===== config.mk =====
export PLATFORM = sky130hd
export DESIGN_NAME = intersection_phase_scheduler
export DESIGN_NICKNAME = d
export VERILOG_FILES = /design/src/rtl/traffic_pkg.sv /design/src/rtl/rr_pick.sv /design/src/rtl/intersection_phase_scheduler.sv
export SDC_FILE = /design/constraint.sdc
export NUM_CORES = 1
export LEC_CHECK = 0
export ABC_AREA = 1
export CAP_MARGIN = 10
export CORE_MARGIN = 1.5
export CORE_UTILIZATION = 55
export DETAILED_ROUTE_END_ITERATION = 8
export GPL_TIMING_DRIVEN = 0
export HOLD_SLACK_MARGIN = 0.05
export PLACE_DENSITY_LB_ADDON = 0.2
export SYNTH_ARGS = -nofsm -noshare
export SYNTH_HDL_FRONTEND = slang
export SYNTH_HIERARCHICAL = 1
export SYNTH_SLANG_ARGS = --single-unit

===== constraint.sdc =====
create_clock -name clk -period 3.7 [get_ports clk]
set_input_delay 0.555 -clock clk [delete_from_list [all_inputs] [get_ports clk]]
set_output_delay 0.555 -clock clk [all_outputs]
set_load 0.005 [all_outputs]

===== src/rtl/traffic_pkg.sv =====
// Shared signal-head encoding, phase type and helpers for the intersection
// phase scheduler.
package traffic_pkg;

  // Signal head encoding, shared with the existing traffic signal block.
  localparam logic [1:0] GREEN  = 2'b00;
  localparam logic [1:0] YELLOW = 2'b01;
  localparam logic [1:0] RED    = 2'b10;

  // Widest intersection the all-RED helper can describe.
  localparam int MAX_APPR = 16;

  typedef enum logic [1:0] {
    PH_GREEN  = 2'd0,
    PH_YELLOW = 2'd1,
    PH_ALLRED = 2'd2
  } phase_t;

  // All-RED head pattern for an n-approach intersection, in the low 2*n bits.
  function automatic logic [2*MAX_APPR-1:0] all_red(input int n);
    logic [2*MAX_APPR-1:0] p;
    p = '0;
    for (int i = 0; i < MAX_APPR; i++) begin
      if (i < n) p[2*i +: 2] = RED;
    end
    return p;
  endfunction

endpackage


===== src/rtl/rr_pick.sv =====
// Combinational round-robin selector: finds the first pending approach after
// the current one, wrapping modulo N_APPR, and flags whether any exists.
module rr_pick #(
  parameter int N_APPR = 4,
  localparam int IDX_W = $clog2(N_APPR)
) (
  input  logic [N_APPR-1:0] pending,
  input  logic [IDX_W-1:0]  cur_idx,
  output logic [IDX_W-1:0]  next_idx,
  output logic              any_other
);

  // Search from farthest to nearest so the nearest pending approach wins.
  always_comb begin
    logic [IDX_W:0]   sum;
    logic [IDX_W-1:0] cand;
    next_idx  = cur_idx;
    any_other = 1'b0;
    sum       = '0;
    cand      = '0;
    for (int k = N_APPR - 1; k >= 1; k--) begin
      sum = {1'b0, cur_idx} + (IDX_W+1)'(k);
      if (sum >= (IDX_W+1)'(N_APPR)) sum = sum - (IDX_W+1)'(N_APPR);
      cand = sum[IDX_W-1:0];
      if (pending[cand]) begin
        next_idx  = cand;
        any_other = 1'b1;
      end
    end
  end

endmodule


===== src/rtl/intersection_phase_scheduler.sv =====
// Shared-green phase scheduler: approach 0 rests green, side-road requests are
// latched and served round-robin through GREEN -> YELLOW -> ALLRED.
module intersection_phase_scheduler
  import traffic_pkg::*;
#(
  parameter int N_APPR    = 4,
  parameter int MIN_GREEN = 8,
  parameter int MAX_GREEN = 32,
  parameter int YELLOW_T  = 4,
  parameter int ALLRED_T  = 2,
  parameter int CNT_W     = 8,
  localparam int IDX_W    = $clog2(N_APPR)
) (
  input  logic                  clk,
  input  logic                  rst,
  input  logic [N_APPR-1:0]     req,
  output logic [2*N_APPR-1:0]   sig_out,
  output logic [IDX_W-1:0]      active_idx,
  output logic [1:0]            phase,
  output logic                  phase_change
);

  localparam logic [2*MAX_APPR-1:0] ALL_RED_W = all_red(N_APPR);
  localparam logic [2*N_APPR-1:0]   ALL_RED   = ALL_RED_W[2*N_APPR-1:0];

  phase_t              ph;
  logic [CNT_W-1:0]    timer;
  logic [N_APPR-1:0]   pending;
  logic [N_APPR-1:0]   eff_pending;
  logic [IDX_W-1:0]    next_idx;
  logic [IDX_W-1:0]    pick_idx;
  logic                any_other;
  logic                green_exit;
  logic                yellow_done;
  logic                allred_done;

  // Head pattern with one approach showing the given colour, all others RED.
  function automatic logic [2*N_APPR-1:0] head_on(input logic [1:0] head,
                                                  input logic [IDX_W-1:0] idx);
    logic [2*N_APPR-1:0] s;
    s = ALL_RED;
    s[int'(idx)*2 +: 2] = head;
    return s;
  endfunction

  assign phase = ph;

  // Home approach is implicitly waiting whenever a side road owns the phase.
  always_comb begin
    eff_pending = pending;
    if (active_idx != '0) eff_pending[0] = 1'b1;
  end

  rr_pick #(.N_APPR(N_APPR)) u_rr_pick (
    .pending   (eff_pending),
    .cur_idx   (active_idx),
    .next_idx  (pick_idx),
    .any_other (any_other)
  );

  // A held sensor extends green up to MAX_GREEN; a quiet one releases at MIN_GREEN.
  assign green_exit  = (ph == PH_GREEN) && (timer >= CNT_W'(MIN_GREEN - 1)) && any_other &&
                       (!req[active_idx] || (timer == CNT_W'(MAX_GREEN - 1)));
  assign yellow_done = (ph == PH_YELLOW) && (timer == CNT_W'(YELLOW_T - 1));
  assign allred_done = (ph == PH_ALLRED) && (timer == CNT_W'(ALLRED_T - 1));

  // Latch requests; the grant edge clears the winner's bit even if it is re-requested.
  always_ff @(posedge clk or negedge rst) begin
    if (!rst) begin
      pending <= '0;
    end else begin
      for (int i = 0; i < N_APPR; i++) begin
        if (allred_done && (next_idx == IDX_W'(i)))
          pending[i] <= 1'b0;
        else if (req[i] && !((ph == PH_GREEN) && (active_idx == IDX_W'(i))))
          pending[i] <= 1'b1;
      end
    end
  end

  // Phase sequencer with registered heads, owner index and grant pulse.
  always_ff @(posedge clk or negedge rst) begin
    if (!rst) begin
      ph           <= PH_GREEN;
      timer        <= '0;
      active_idx   <= '0;
      next_idx     <= '0;
      phase_change <= 1'b0;
      sig_out      <= head_on(GREEN, '0);
    end else begin
      phase_change <= 1'b0;
      case (ph)
        PH_GREEN: begin
          if (green_exit) begin
            ph       <= PH_YELLOW;
            timer    <= '0;
            next_idx <= pick_idx;
            sig_out  <= head_on(YELLOW, active_idx);
          end else if (timer != CNT_W'(MAX_GREEN - 1)) begin
            timer <= timer + 1'b1;
          end
        end
        PH_YELLOW: begin
          if (yellow_done) begin
            ph      <= PH_ALLRED;
            timer   <= '0;
            sig_out <= ALL_RED;
          end else begin
            timer <= timer + 1'b1;
          end
        end
        PH_ALLRED: begin
          if (allred_done) begin
            ph           <= PH_GREEN;
            timer        <= '0;
            active_idx   <= next_idx;
            phase_change <= 1'b1;
            sig_out      <= head_on(GREEN, next_idx);
          end else begin
            timer <= timer + 1'b1;
          end
        end
        default: begin
          ph      <= PH_GREEN;
          timer   <= '0;
          sig_out <= head_on(GREEN, active_idx);
        end
      endcase
    end
  end

endmodule

==> flow_summary.rst <==
.. list-table::
   :header-rows: 1

   * - Metric
     - Value
   * - Result of the run
     - completed
   * - Final cell count without fillers
     - between 200 and 300
   * - First-pass iteration count of the detailed router
     - 4
   * - Final setup fails
     - 0
   * - Unique cell type count in the Yosys netlist
     - 27
   * - Endpoints failing hold
     - 0
   * - CTS H-tree lvls
     - 1
   * - Inserted Diodes
     - 0
   * - HPWL after DPL
     - roughly 2.4 mm
   * - Floorplan die height
     - slightly below 60 um
   * - Post-CTS setup-driven buffer insertion count
     - 0
   * - Worst-skew pair later-pin latency
     - roughly 0.33 ns
   * - Wire length of the first global-routing pass
     - approximately 5.8 mm
   * - Leakage
     - 0.00104 uW
   * - Ratio of final minimum period to clock period
     - between 60% and 70%
   * - Final Wtd Congestion
     - 0.848
   * - Nets in the synthesized netlist
     - between 200 and 250
   * - Starting DRC count in detailed routing
     - between 60 and 70
   * - HP Class
     - reg2reg
   * - GR Util All Layers
     - 21.8%
   * - Commonest non-fill, non-tap cell in the layout
     - sky130_fd_sc_hd__nand2_1
   * - Final critical-path required period
     - between 2 and 3 ns
   * - Maximum number of pins on one net before global-route repair
     - 28
   * - Routed wire per std cell
     - about 11 um
   * - Reg clk slew, reported paths
     - approximately 0.15 ns
   * - #FFs+latches synth
     - 27
   * - Post-route cell area
     - 1930 um2
   * - Slew HR
     - 58.0%
   * - Area growth syn-to-layout
     - 16.7%
   * - Port Buffers
     - 18
   * - Initial Util
     - 59.1%
   * - Final wirelength
     - 3.18 mm
   * - Required time at the endpoint of the critical path
     - about 4 ns
   * - Detail-routed via count per cell
     - 5.14
   * - Standard-cell row count
     - 19
   * - Fraction of layout instances using a drive strength above 1
     - between 10% and 20%
   * - Smallest hold slack
     - between 0.4 and 0.5 ns
   * - Register area share after synthesis
     - just over 40%
   * - Number of buffers added to fix hold violations after cts
     - 0
   * - Buffers & Inverters on Critical Path
     - 2
   * - Max VDD drop
     - roughly 0.50 mV
   * - Design internal power
     - about 840 uW
   * - DR vias
     - 1460
   * - Cell with the largest stage delay on the worst path
     - sky130_fd_sc_hd__dfrtp_1
   * - Clock sink count
     - 27
   * - Pwr per Cell Area
     - ~800 nW/um2
   * - Worst-path fanout max
     - 12
   * - Register share of total power
     - approximately 34%
   * - Number of instances resized during post-cts repair
     - 0
   * - Die boundary width
     - approximately 58 um
   * - Number of clock buffers inserted by TritonCTS
     - 3
   * - Overflow after GRT
     - 0
   * - Mapped Cells
     - 230
   * - Post-layout net count
     - around 260
   * - Final Slew Violations
     - 0
   * - Ordered list of cells on the worst path
     - nor2_1 > inv_1 > or2_2 > nand2_1 > o21ai_0 > or2_1 > or2_1 > nand2_1 > nor2_2 > nand2_4 > nand3_1 > inv_1 > nand2_1 > nand2_1
   * - Crit Path Class
     - reg2reg
   * - Clock tree skew after final layout
     - roughly 0.009 ns
   * - Clock power share
     - approximately 8.2%
   * - P_sw
     - between 700 and 800 uW
   * - Clock tree root buffer cell
     - sky130_fd_sc_hd__clkbuf_4
   * - Post-synth design cell area
     - between 1500 and 2000 um2
   * - FMAX
     - slightly below 0.4 GHz
   * - Via count of the first global-routing pass
     - ~1300
   * - Placed Instance Area
     - roughly 1900 um2
   * - End-of-flow core utilization
     - 69.0%
   * - Remaining number of nets flagged by the antenna check after routing
     - 0
   * - Total negative slack for setup checks
     - 0 ns
   * - CORE AREA
     - about 2800 um2
   * - Data arrival time at the worst-slack endpoint
     - approximately 2.8 ns
   * - Pin slew with the least headroom to its limit
     - between 0.6 and 0.7 ns
   * - Total DRC errors in the routed layout
     - 0
   * - Switching share of power
     - a little under half
   * - Floorplan die area
     - 3350 um2
   * - Post-placement cell count
     - around 280
   * - CTS tree
     - done
   * - Unrepaired setup endpoints after global routing
     - false
   * - Total number of yosys warnings
     - 6
   * - Average size of a mapped cell
     - 7.21 um2
   * - # Max-Cap Violations
     - 0
   * - Ports placed on the boundary
     - 19
   * - Crit-path max cell delay
     - roughly 0.53 ns
   * - CP most frequent cell
     - sky130_fd_sc_hd__nand2_1
   * - Reg-to-reg slack, setup
     - 1.17 ns
   * - Cell family with the largest share of critical-path delay
     - simple AND/OR/NAND/NOR gates
   * - Number of antenna violations at the first check in global routing
     - 0
   * - CP Launch Type
     - flip-flop
   * - Relative contribution of combinational cells to total power
     - between 50% and 60%
   * - Max clock buf depth
     - 2
   * - Most frequent cells in the layout
     - sky130_fd_sc_hd__nand2_1, sky130_fd_sc_hd__inv_1, sky130_fd_sc_hd__nor2_1, sky130_fd_sc_hd__dfrtp_1, sky130_fd_sc_hd__clkdlybuf4s50_1
   * - Element type at the critical path end
     - flip-flop
## state kept, by name (all words and copies together) (netlist names)
name	cells
active_idx	2
next_idx	2
pending	4
phase	2
phase_change	1
sig_out	8
timer	8
## per-stage QoR
step | setup WS [ns] | power (uW)
floorplan | 1.52 | 1150
global placement | 1.20 | 1420
finish | 1.17 | 1560
global route | 0.896 | 1730
detailed placement | 1.18 | 1430
CTS | 1.16 | 1570
## synthesized netlist by cell type, drive strengths merged
cell	count	area (um2)
o21ai	11	62.6
xor2	4	35.0
xnor2	1	8.76
nor3	1	5.00
ha	2	25.0
or2	3	18.8
nand3	18	95.1
nand4	1	6.26
dfstp	3	78.8
buf	2	22.5
o32ai	2	17.5
nand2	80	338
dfrtp	24	601
a21oi	3	15.0
inv	39	151
nor2	30	138
nand3b	2	15.0
o22ai	4	25.0
## worst reg2reg max path, stage by stage (launching register included)
cell                      delay [ns]
sky130_fd_sc_hd__dfrtp_1        0.53
sky130_fd_sc_hd__nor2_1         0.15
sky130_fd_sc_hd__inv_1          0.08
sky130_fd_sc_hd__or2_2          0.28
sky130_fd_sc_hd__nand2_1        0.07
sky130_fd_sc_hd__o21ai_0        0.15
sky130_fd_sc_hd__or2_1          0.26
sky130_fd_sc_hd__or2_1          0.21
sky130_fd_sc_hd__nand2_1        0.08
sky130_fd_sc_hd__nor2_2         0.05
sky130_fd_sc_hd__nand2_4        0.12
sky130_fd_sc_hd__nand3_1        0.24
sky130_fd_sc_hd__inv_1          0.16
sky130_fd_sc_hd__nand2_1        0.06
sky130_fd_sc_hd__nand2_1        0.06
## area by class of cell
type / count / area [um2]
Inverter: 39 / 151
Buffer: 2 / 22.5
Clock inverter: 1 / 7.51
Fill cell: 253 / 871
Sequential cell: 27 / 679
Tap cell: 31 / 38.8
Clock buffer: 3 / 22.5
Timing Repair Buffer: 19 / 208
Multi-Input combinational cell: 162 / 805
## worst paths after layout
| kind | from | end | cells after the start |
|---|---|---|---|
| max in group asynchronous | rst | sig_out[7]$_DFFE_PN1P_ | 2 |
| worst min register to register | sig_out[3]$_DFFE_PN1P_ | sig_out[3]$_DFFE_PN1P_ | 2 |
| worst max register to register | active_idx[1]$_DFFE_PN0P_ | timer[0]$_DFFE_PN0P_ | 14 |
| worst max-delay path | active_idx[1]$_DFFE_PN0P_ | timer[0]$_DFFE_PN0P_ | 14 |
| min in group asynchronous | rst | phase[1]$_DFFE_PN0P_ | 1 |
| worst min-delay path | sig_out[3]$_DFFE_PN1P_ | sig_out[3]$_DFFE_PN1P_ | 2 |
## per-layer routing
metal / up-vias / part of all wire (%) / global-route usage [%]
met5: - / 0 / 0
li1: 752 / - / -
met4: 0 / 2.1 / 8.97
met2: 31 / 44 / 33.1
met3: 9 / 3.8 / 2.68
met1: 668 / 50 / 31.7
## logic make-up (layout without fill, tap and decap cells)
logic type / count (synthesis) / count (layout) / share of synthesized area [%]
flip-flops: 27 / 27 / 41.0
AO/OA/AOI/OAI: 20 / 20 / 7.24
adder cells (fa/ha/maj): 2 / 2 / 1.51
buffers and inverters: 41 / 64 / 10.5
AND/OR/NAND/NOR: 135 / 135 / 37.1
XOR/XNOR: 5 / 5 / 2.64
## power groups by stage
| stage | Clock (uW) | Sequential, uW | Combinational (uW) |
|---|---|---|---|
| 3_5_place_dp | 0 | 529 | 902 |
| 5_1_grt | 142 | 547 | 1040 |
| 3_3_place_gp | 0 | 530 | 889 |
| 6_report | 128 | 526 | 908 |
| 2_1_floorplan | 0 | 514 | 641 |
| 4_1_cts | 133 | 526 | 906 |
Note: power is estimated with default switching activity, not from simulation.
